`config.mk`:
```
export PLATFORM = sky130hd
export DESIGN_NAME = fc_layer
export DESIGN_NICKNAME = d
export VERILOG_FILES = /design/src/rtl/fc_pkg.sv /design/src/rtl/fc_mac.sv /design/src/rtl/fc_layer.sv
export SDC_FILE = /design/constraint.sdc
export NUM_CORES = 2
export LEC_CHECK = 0
export ABC_AREA = 1
export ABC_CLOCK_PERIOD_IN_PS = 14000
export BUFFER_PORTS_ARGS = -buffer_cell sky130_fd_sc_hd__buf_2
export CAP_MARGIN = 20
export CORE_MARGIN = 8
export CORE_UTILIZATION = 60
export CTS_CLUSTER_DIAMETER = 40
export CTS_CLUSTER_SIZE = 14
export DETAILED_ROUTE_END_ITERATION = 12
export PLACE_DENSITY = 0.78
export REMOVE_ABC_BUFFERS = 1
export SETUP_SLACK_MARGIN = 0.4
export SYNTH_ARGS = -nofsm -noshare
export SYNTH_HDL_FRONTEND = slang
export SYNTH_SLANG_ARGS = --single-unit
export TNS_END_PERCENT = 20
```
`constraint.sdc`:
```
create_clock -name clk -period 14 [get_ports clk]
set_input_delay 0.7 -clock clk [delete_from_list [all_inputs] [get_ports clk]]
set_output_delay 0.7 -clock clk [all_outputs]
set_load 0.005 [all_outputs]
```
`src/rtl/fc_pkg.sv`:
```
// ============================================================================
// Module   : fc_pkg
// Purpose  : Shared types and constants for the fully-connected layer.
// Revision : 1.0 - initial release
// ============================================================================
`default_nettype none

package fc_pkg;

    localparam int DW    = 20;
    localparam int FRAC  = 16;
    localparam int ACC_W = 52;

    localparam logic [DW-1:0] SAT_MAX = 20'h7FFFF;
    localparam logic [DW-1:0] SAT_MIN = 20'h80000;

    typedef enum logic [2:0] {
        S_IDLE  = 3'd0,
        S_BIAS  = 3'd1,
        S_MAC   = 3'd2,
        S_DRAIN = 3'd3,
        S_WRITE = 3'd4,
        S_FIN   = 3'd5
    } state_t;

endpackage

`default_nettype wire

```
`src/rtl/fc_mac.sv`:
```
// ============================================================================
// Module   : fc_mac
// Purpose  : Product register, accumulator, bias latch, round and saturate.
// Revision : 1.0 - initial release
// ============================================================================
`default_nettype none

module fc_mac #(
    parameter int DW   = fc_pkg::DW,
    parameter int FRAC = fc_pkg::FRAC
) (
    input  logic                 clk,
    input  logic                 rst,
    input  logic                 i_clear,
    input  logic                 i_en,
    input  logic signed [DW-1:0] i_x,
    input  logic signed [DW-1:0] i_w,
    input  logic signed [DW-1:0] i_b,
    output logic        [DW-1:0] o_y
);
    import fc_pkg::*;

    localparam int PW = 2 * DW;
    localparam logic signed [ACC_W-1:0] c_half = {{(ACC_W-1){1'b0}}, 1'b1} << (FRAC - 1);
    localparam logic signed [ACC_W-1:0] c_max  = {{(ACC_W-DW){SAT_MAX[DW-1]}}, SAT_MAX};
    localparam logic signed [ACC_W-1:0] c_min  = {{(ACC_W-DW){SAT_MIN[DW-1]}}, SAT_MIN};

    logic                    r_v1;
    logic                    r_v2;
    logic                    r_bld;
    logic signed [PW-1:0]    r_prod;
    logic signed [ACC_W-1:0] r_acc;
    logic signed [DW-1:0]    r_bias;
    logic signed [ACC_W-1:0] w_y;

    // Read data arrives one cycle after the address strobe, so the valid
    // bits trail i_en by one (product) and two (accumulate) cycles.
    always_ff @(posedge clk) begin
        if (rst) begin
            r_v1   <= 1'b0;
            r_v2   <= 1'b0;
            r_bld  <= 1'b0;
            r_prod <= '0;
            r_acc  <= '0;
            r_bias <= '0;
        end else begin
            r_v1  <= i_en;
            r_v2  <= r_v1;
            r_bld <= i_clear;
            if (r_v1)
                r_prod <= PW'(i_x) * PW'(i_w);
            if (r_bld)
                r_bias <= i_b;
            if (i_clear)
                r_acc <= '0;
            else if (r_v2)
                r_acc <= r_acc + ACC_W'(r_prod);
        end
    end

    assign w_y = ((r_acc + c_half) >>> FRAC) + ACC_W'(r_bias);

    always_comb begin
        o_y = w_y[DW-1:0];
        if (w_y > c_max)
            o_y = SAT_MAX;
        else if (w_y < c_min)
            o_y = SAT_MIN;
    end

endmodule

`default_nettype wire

```
`src/rtl/fc_layer.sv`:
```
// ============================================================================
// Module   : fc_layer
// Purpose  : Sequential fully-connected layer, one MAC per cycle per neuron.
// Revision : 1.0 - initial release
// ============================================================================
`default_nettype none

module fc_layer #(
    parameter  int N_IN  = 2048,
    parameter  int N_OUT = 10,
    parameter  int DW    = fc_pkg::DW,
    parameter  int FRAC  = fc_pkg::FRAC,
    localparam int XA_W  = $clog2(N_IN),
    localparam int WA_W  = $clog2(N_IN * N_OUT),
    localparam int OA_W  = $clog2(N_OUT)
) (
    input  logic            clk,
    input  logic            reset,
    input  logic            start,
    output logic            busy,
    output logic            done,
    output logic            xrd,
    output logic [XA_W-1:0] xaddr,
    input  logic [DW-1:0]   xdata,
    output logic            wrd,
    output logic [WA_W-1:0] waddr,
    input  logic [DW-1:0]   wdata,
    output logic [OA_W-1:0] baddr,
    input  logic [DW-1:0]   bdata,
    output logic            rwr,
    output logic [OA_W-1:0] raddr,
    output logic [DW-1:0]   rdata
);
    import fc_pkg::*;

    state_t          r_state;
    state_t          w_next;
    logic [XA_W-1:0] r_i;
    logic [WA_W-1:0] r_waddr;
    logic [OA_W-1:0] r_o;
    logic            r_dcnt;
    logic [DW-1:0]   r_rdata;
    logic [DW-1:0]   w_y;
    logic            w_last_i;
    logic            w_last_o;

    assign w_last_i = (r_i == XA_W'(N_IN - 1));
    assign w_last_o = (r_o == OA_W'(N_OUT - 1));

    always_ff @(posedge clk) begin
        if (reset)
            r_state <= S_IDLE;
        else
            r_state <= w_next;
    end

    always_comb begin
        w_next = r_state;
        case (r_state)
            S_IDLE:  if (start) w_next = S_BIAS;
            S_BIAS:  w_next = S_MAC;
            S_MAC:   if (w_last_i) w_next = S_DRAIN;
            S_DRAIN: if (r_dcnt) w_next = S_WRITE;
            S_WRITE: w_next = w_last_o ? S_FIN : S_BIAS;
            S_FIN:   w_next = S_IDLE;
            default: w_next = S_IDLE;
        endcase
    end

    // Address registers only move while in use so they hold between neurons.
    always_ff @(posedge clk) begin
        if (reset) begin
            r_i     <= '0;
            r_waddr <= '0;
            r_o     <= '0;
            r_dcnt  <= 1'b0;
            r_rdata <= '0;
        end else begin
            case (r_state)
                S_IDLE: begin
                    if (start)
                        r_o <= '0;
                end
                S_BIAS: begin
                    r_i     <= '0;
                    r_waddr <= WA_W'(r_o) * WA_W'(N_IN);
                    r_dcnt  <= 1'b0;
                end
                S_MAC: begin
                    if (!w_last_i) begin
                        r_i     <= r_i + 1'b1;
                        r_waddr <= r_waddr + 1'b1;
                    end
                end
                S_DRAIN: begin
                    r_dcnt <= 1'b1;
                end
                S_WRITE: begin
                    r_rdata <= w_y;
                    if (!w_last_o)
                        r_o <= r_o + 1'b1;
                end
                default: begin
                end
            endcase
        end
    end

    fc_mac #(
        .DW   (DW),
        .FRAC (FRAC)
    ) u_mac (
        .clk     (clk),
        .rst     (reset),
        .i_clear (r_state == S_BIAS),
        .i_en    (r_state == S_MAC),
        .i_x     (xdata),
        .i_w     (wdata),
        .i_b     (bdata),
        .o_y     (w_y)
    );

    assign busy  = (r_state != S_IDLE) && (r_state != S_FIN);
    assign done  = (r_state == S_FIN);
    assign xrd   = (r_state == S_MAC);
    assign wrd   = (r_state == S_MAC);
    assign rwr   = (r_state == S_WRITE);
    assign xaddr = r_i;
    assign waddr = r_waddr;
    assign baddr = r_o;
    assign raddr = r_o;
    assign rdata = rwr ? w_y : r_rdata;

endmodule

`default_nettype wire

```
# Word level (Yosys, flattened, before mapping)
# Cells that the tools add are included.
[op_classes] reduce_logical=10 order_cmp=2 multipliers=1 n_mux=16 addsub=6 n_eq_ne=13
[op_table] op="two-way mux 20 bit" n=3
[op_table] op="adder 52 x 17 -> 52 bit, second input constant" n=1
[op_table] op="adder 52 x 40 -> 52 bit" n=1
[op_table] op="> comparator 52 x 20 -> 1 bit, second input constant" n=1
[op_table] op="< comparator 52 x 20 -> 1 bit, second input constant" n=1
[op_table] op="multiplier 20 x 20 -> 40 bit" n=1
[op_table] op="adder 36 x 20 -> 37 bit" n=1
[op_table] op="one-hot mux 15 bit (2 select lines)" n=1
[op_table] op="one-hot mux 11 bit (2 select lines)" n=1
[op_table] op="adder 15 x 1 -> 15 bit, second input constant" n=1
[op_table] op="two-way mux 15 bit" n=1
[op_table] op="one-hot mux 3 bit (5 select lines)" n=1
[op_table] op="two-way mux 3 bit" n=4
[op_table] op="adder 11 x 1 -> 11 bit, second input constant" n=1
[op_table] op="== test 11 bit, second input constant" n=1
[op_table] op="two-way mux 11 bit" n=1
[op_table] op="!= test 2 bit, second input constant" n=5
[op_table] op="two-way mux 4 bit" n=2
[op_table] op="one-hot mux 4 bit (2 select lines)" n=1
[op_table] op="== test 3 x 2 -> 1 bit, second input constant" n=2
[op_table] op="== test 3 bit, second input constant" n=2
[op_table] op="AND reduction 3 bit" n=2
[op_table] op="nonzero test 2 bit" n=3
[op_table] op="adder 4 x 1 -> 4 bit, second input constant" n=1
[op_table] op="9 further kinds" n=9
[word_totals] ff_bits=169 word_cells=60 out_inout_bits=59 in_bits=63

# Longest topological paths before layout
[logic_depth] ltp_word=6 ltp_mapped=37 mapped_depth_nobuf=36

# Modules after synthesis
# Synthesis repeated with hierarchy kept, for this count alone.
[hier_totals] hier_cells=4519 hier_area_um2=30599.3
[modules_own_cells] mod="fc_mac" area_each_um2=27684.1 instances=1 seq_area_each_um2=2302.2 cells_each=4081
[modules_own_cells] mod="fc_layer" area_each_um2=2915.3 instances=1 seq_area_each_um2=1081.0 cells_each=438

# Worst setup path before layout
# OpenSTA, ideal clock, no wires.
[synth_timing] path_kind="input to register" from="in wdata[2]" to="reg u_mac.r_prod[37]" path_buffers=1 setup_ps=116 arrival_ps=6915 path_slack_ps=6969 required_ps=13884 cell_stages=27 cell_sequence="clkbuf_1 nand2_1 inv_1 fa_1 inv_1 fa_1 fa_1 inv_1 fa_1 fa_1 fa_1 inv_1 fa_1 inv_1 ha_1 nand2_1 nor2_1 a211oi_1 inv_1 a221oi_1 nand2_1 nand3_1 nand2_1 nand2_1 nand3_1 o211ai_1 inv_1"
[synth_between] elab_chain_len=1
[synth_lines] element="start, declared" line="fc_layer.sv:27" text="input logic [DW-1:0] wdata,"
[synth_lines] element="multiplier 20 x 20 -> 40 bit" line="fc_mac.sv:51" text="r_prod <= PW'(i_x) * PW'(i_w);"
[synth_lines] element="end signal, assigned" line="fc_mac.sv:51"
[synth_lines] element="end, declared" line="fc_mac.sv:31" text="logic signed [PW-1:0] r_prod;"
# No other way between the ends.
# A chain may end at the register's enable or synchronous reset.

# Worst setup path after layout
# Same ends and word-level chain as after synthesis.

==> run_results.csv <==
group,metric,value,unit
run_status,outcome,"finished clean",
routing,wl_per_cell,15.3,um
yosys,avgSynthCellArea,6.91,um2
cts,cts_htree_levels,4,
cells_and_area,final_nets,4998,
floorplan,die_w,239,um
sta,finalHoldViolations,0,
cells_and_area,final_cell_area,31300,um2
floorplan,top_level_ports,122,
yosys,synth-xor-area-share,3.65,%
floorplan,core,49000,um2
yosys,yosysTopAreaCell,"fa_1",
cts,post_cts_buffers,0,
yosys,synthTopCellsByArea,"fa_1 (28%), inv_1 (15%), nand2_1 (12%)",
sta,fin_setup_tns,0,ns
grt,grt_pass1_vias,26600,
floorplan,die_h,239,um
sta,finalSetupViolations,0,
floorplan,rows,81,
routing,via_per_inst,5.16,
setup_path,cpMaxStageDelayCell,"fa_1",
yosys,synth_area,29700,um2
cts,insertion_delay,0.46,ns
sta,worst_slack,6.80,ns
placed_design,dp_hpwl,63400,um
yosys,synth_edf_count,0,
cts,cts_max_path_buffers,2,
sta,slew_headroom,34.7,%
yosys,synth.most_common_cell,"inv_1",
cts,cts_tree,"done",
job,maxCapViolations,0,
routing,wl,76400,um
sta,skew,0.0102,ns
grt,grt_first_pass_wirelength,129000,um
yosys,synth_top_family_by_area,"adder cells",
setup_path,critPathCaptureType,"register",
setup_path,cp.arrival,7.56,ns
sta,fmax,139,MHz
cells_and_area,n_fill_cell,4520,
setup_path,critical-path-max-stage-delay,0.72,ns
cts,cts.sinks,169,
yosys,async_reset_ff_share,0,%
yosys,yosysSeqAreaShare,11.4,%
cts,ctsResizeCount,0,
yosys,post_synth_inst_count,4301,
routing,ant_nets,0,
cells_and_area,insertedDiodeCount,0,
yosys,synth_compound_gate_area_share,9.30,%
routing,vias,25700,
placed_design,portBuffers,121,
sta,rsz0062_at_grt,"false",
routing,firstDrtPassIters,5,
routing,drcViolationCount,0,
setup_path,startpoint_type,"input pin",
yosys,synth_top_area_share,28.4,%
yosys,synthAdderAreaFrac,36.8,%
placed_design,gp_congestion,0.986,
setup_path,cp_data_required_time,14.36,ns
grt,grt_max_degree,60,
yosys,synth.distinct_cells,51,
floorplan,start_util,60.7,%
sta,period_share,51.5,%
yosys,synth_ff_type,"dfxtp_1",
yosys,yosysWarnings,0,
placed_design,dpl_worst_slack,6.27,ns
setup_path,crit_buf_inv,8,
cts,cts_buffers,17,
sta,worstMarginPinSlew,0.978,ns
yosys,synth-simple-area-share,22.2,%
yosys,synth-seq-cells,169,
floorplan,dieArea,56900,um2
grt,antenna_found_initial,0,
setup_path,cpLargestDelayFamily,"adder cells",
min_path,hp-class,"reg -> reg",
sta,hold_ws,0.455,ns
cts,root_buffer,"clkbuf_16",
cts,path_clk_slew,0.07,ns
routing,drt_iter0_drc,1708,
grt,grt_use_total,27.5,%
sta,period_needed,7.20,ns
yosys,synthTopCellsByCount,"inv_1 (1,166), nand2_1 (935), fa_1 (422)",
cells_and_area,drive_above_1_share,6.10,%
sta,drv_slew,0,
setup_path,worstPathMaxFanout,20,
yosys,synthMuxAreaShare,0,%
cts,cts_hold_buf,0,
grt,overflow,0,
cells_and_area,area_delta_synth_final,5.15,%
placed_design,placed_area,30700,um2
setup_path,critPathKind,"in -> reg",
## worst register-to-register path, delay by kind of cell, from the launching register on
| family | cells | cell delay (ns) |
|---|---|---|
| AOI/OAI and AO/OA | 1 | 0.08 |
| and+or+nand+nor | 22 | 3.88 |
| buffers and inverters | 4 | 0.29 |
| adders and majority gates | 2 | 0.56 |
| DFF | 1 | 0.38 |
| xor gates and xnor gates | 1 | 0.14 |
## layout make-up
type / count / area, um2 / share of cell area [%]
multi-input cells: 2820 / 21400 / 68.4
clock inverters: 15 / 141 / 0.452
well taps: 664 / 831 / 2.66
flip-flops and latches: 169 / 3380 / 10.8
clock buffers: 17 / 425 / 1.36
repair buffers: 129 / 666 / 2.13
inverters: 1177 / 4420 / 14.1
## kinds of logic (layout without fill, tap and decap cells)
logic type	after synthesis	in the layout
buf+inv	1312	1338
xor+xnor	124	124
fa+ha+maj	621	621
flops	169	169
compound gates	488	488
simple gates	1587	1587
## cell usage in the layout (no fill, tap or decap), types with 7 or more instances in the layout
cell and n:
inv_1 1165, nand2_1 934, fa_1 422, nor2_1 362, a21oi_1 200, ha_1 199, o21ai_0 170, dfxtp_1 168
buf_2 121, nand3_1 104, xor2_1 89, nand4_1 42, nor3_1 37, xnor2_1 35, nand2_2 30, a31oi_1 24
nor2_2 20, o211ai_1 18, clkbuf_16 17, a21o_1 16, nand3_2 14, o221ai_1 14, or2_2 13, o21a_1 12
nor4_1 11, inv_2 10, buf_4 8, a211oi_1 7
## sequential cells by signal (all words and copies together), names as in the netlist
name and cells:
r_state 3, u_mac.r_v2 1, u_mac.r_acc 52, r_rdata 20, r_dcnt 1, u_mac.r_v1 1
xaddr 11, baddr 4, u_mac.r_bld 1, u_mac.r_bias 20, waddr 15, u_mac.r_prod 40
## worst paths after layout
path                                                   start  slack [ns]                            end  cells past startpoint
worst max-delay path                                wdata[2]        6.80  u_mac.r_prod[37]$_SDFFE_PP0P_                     27
worst min-delay path                     r_dcnt$_SDFFE_PP0P_        0.46            r_dcnt$_SDFFE_PP0P_                      2
worst max register to register  u_mac.r_acc[15]$_SDFFE_PP0P_        8.57          r_rdata[0]$_SDFF_PP0_                     30
worst min register to register           r_dcnt$_SDFFE_PP0P_        0.46            r_dcnt$_SDFFE_PP0P_                      2
## metal layers
metal	up-vias	share of wire, %	GRT usage [%]
li1	12800	-	-
met1	12000	42	33.8
met2	763	48	48.3
met3	185	5.3	3.22
met4	0	4.2	11.8
met5	-	0	0
## metrics by stage
stage                     utilization, %  cells
final                               63.9   4991
after global routing                63.9   4991
after CTS                           63.9   4991
after detailed placement            62.7   4959
after global placement              62.7   4959
after floorplan                        -   4166
Power is left out: the tool's default activity adds up to more than one toggle a clock period on the data nets, which glitch-free logic cannot reach.
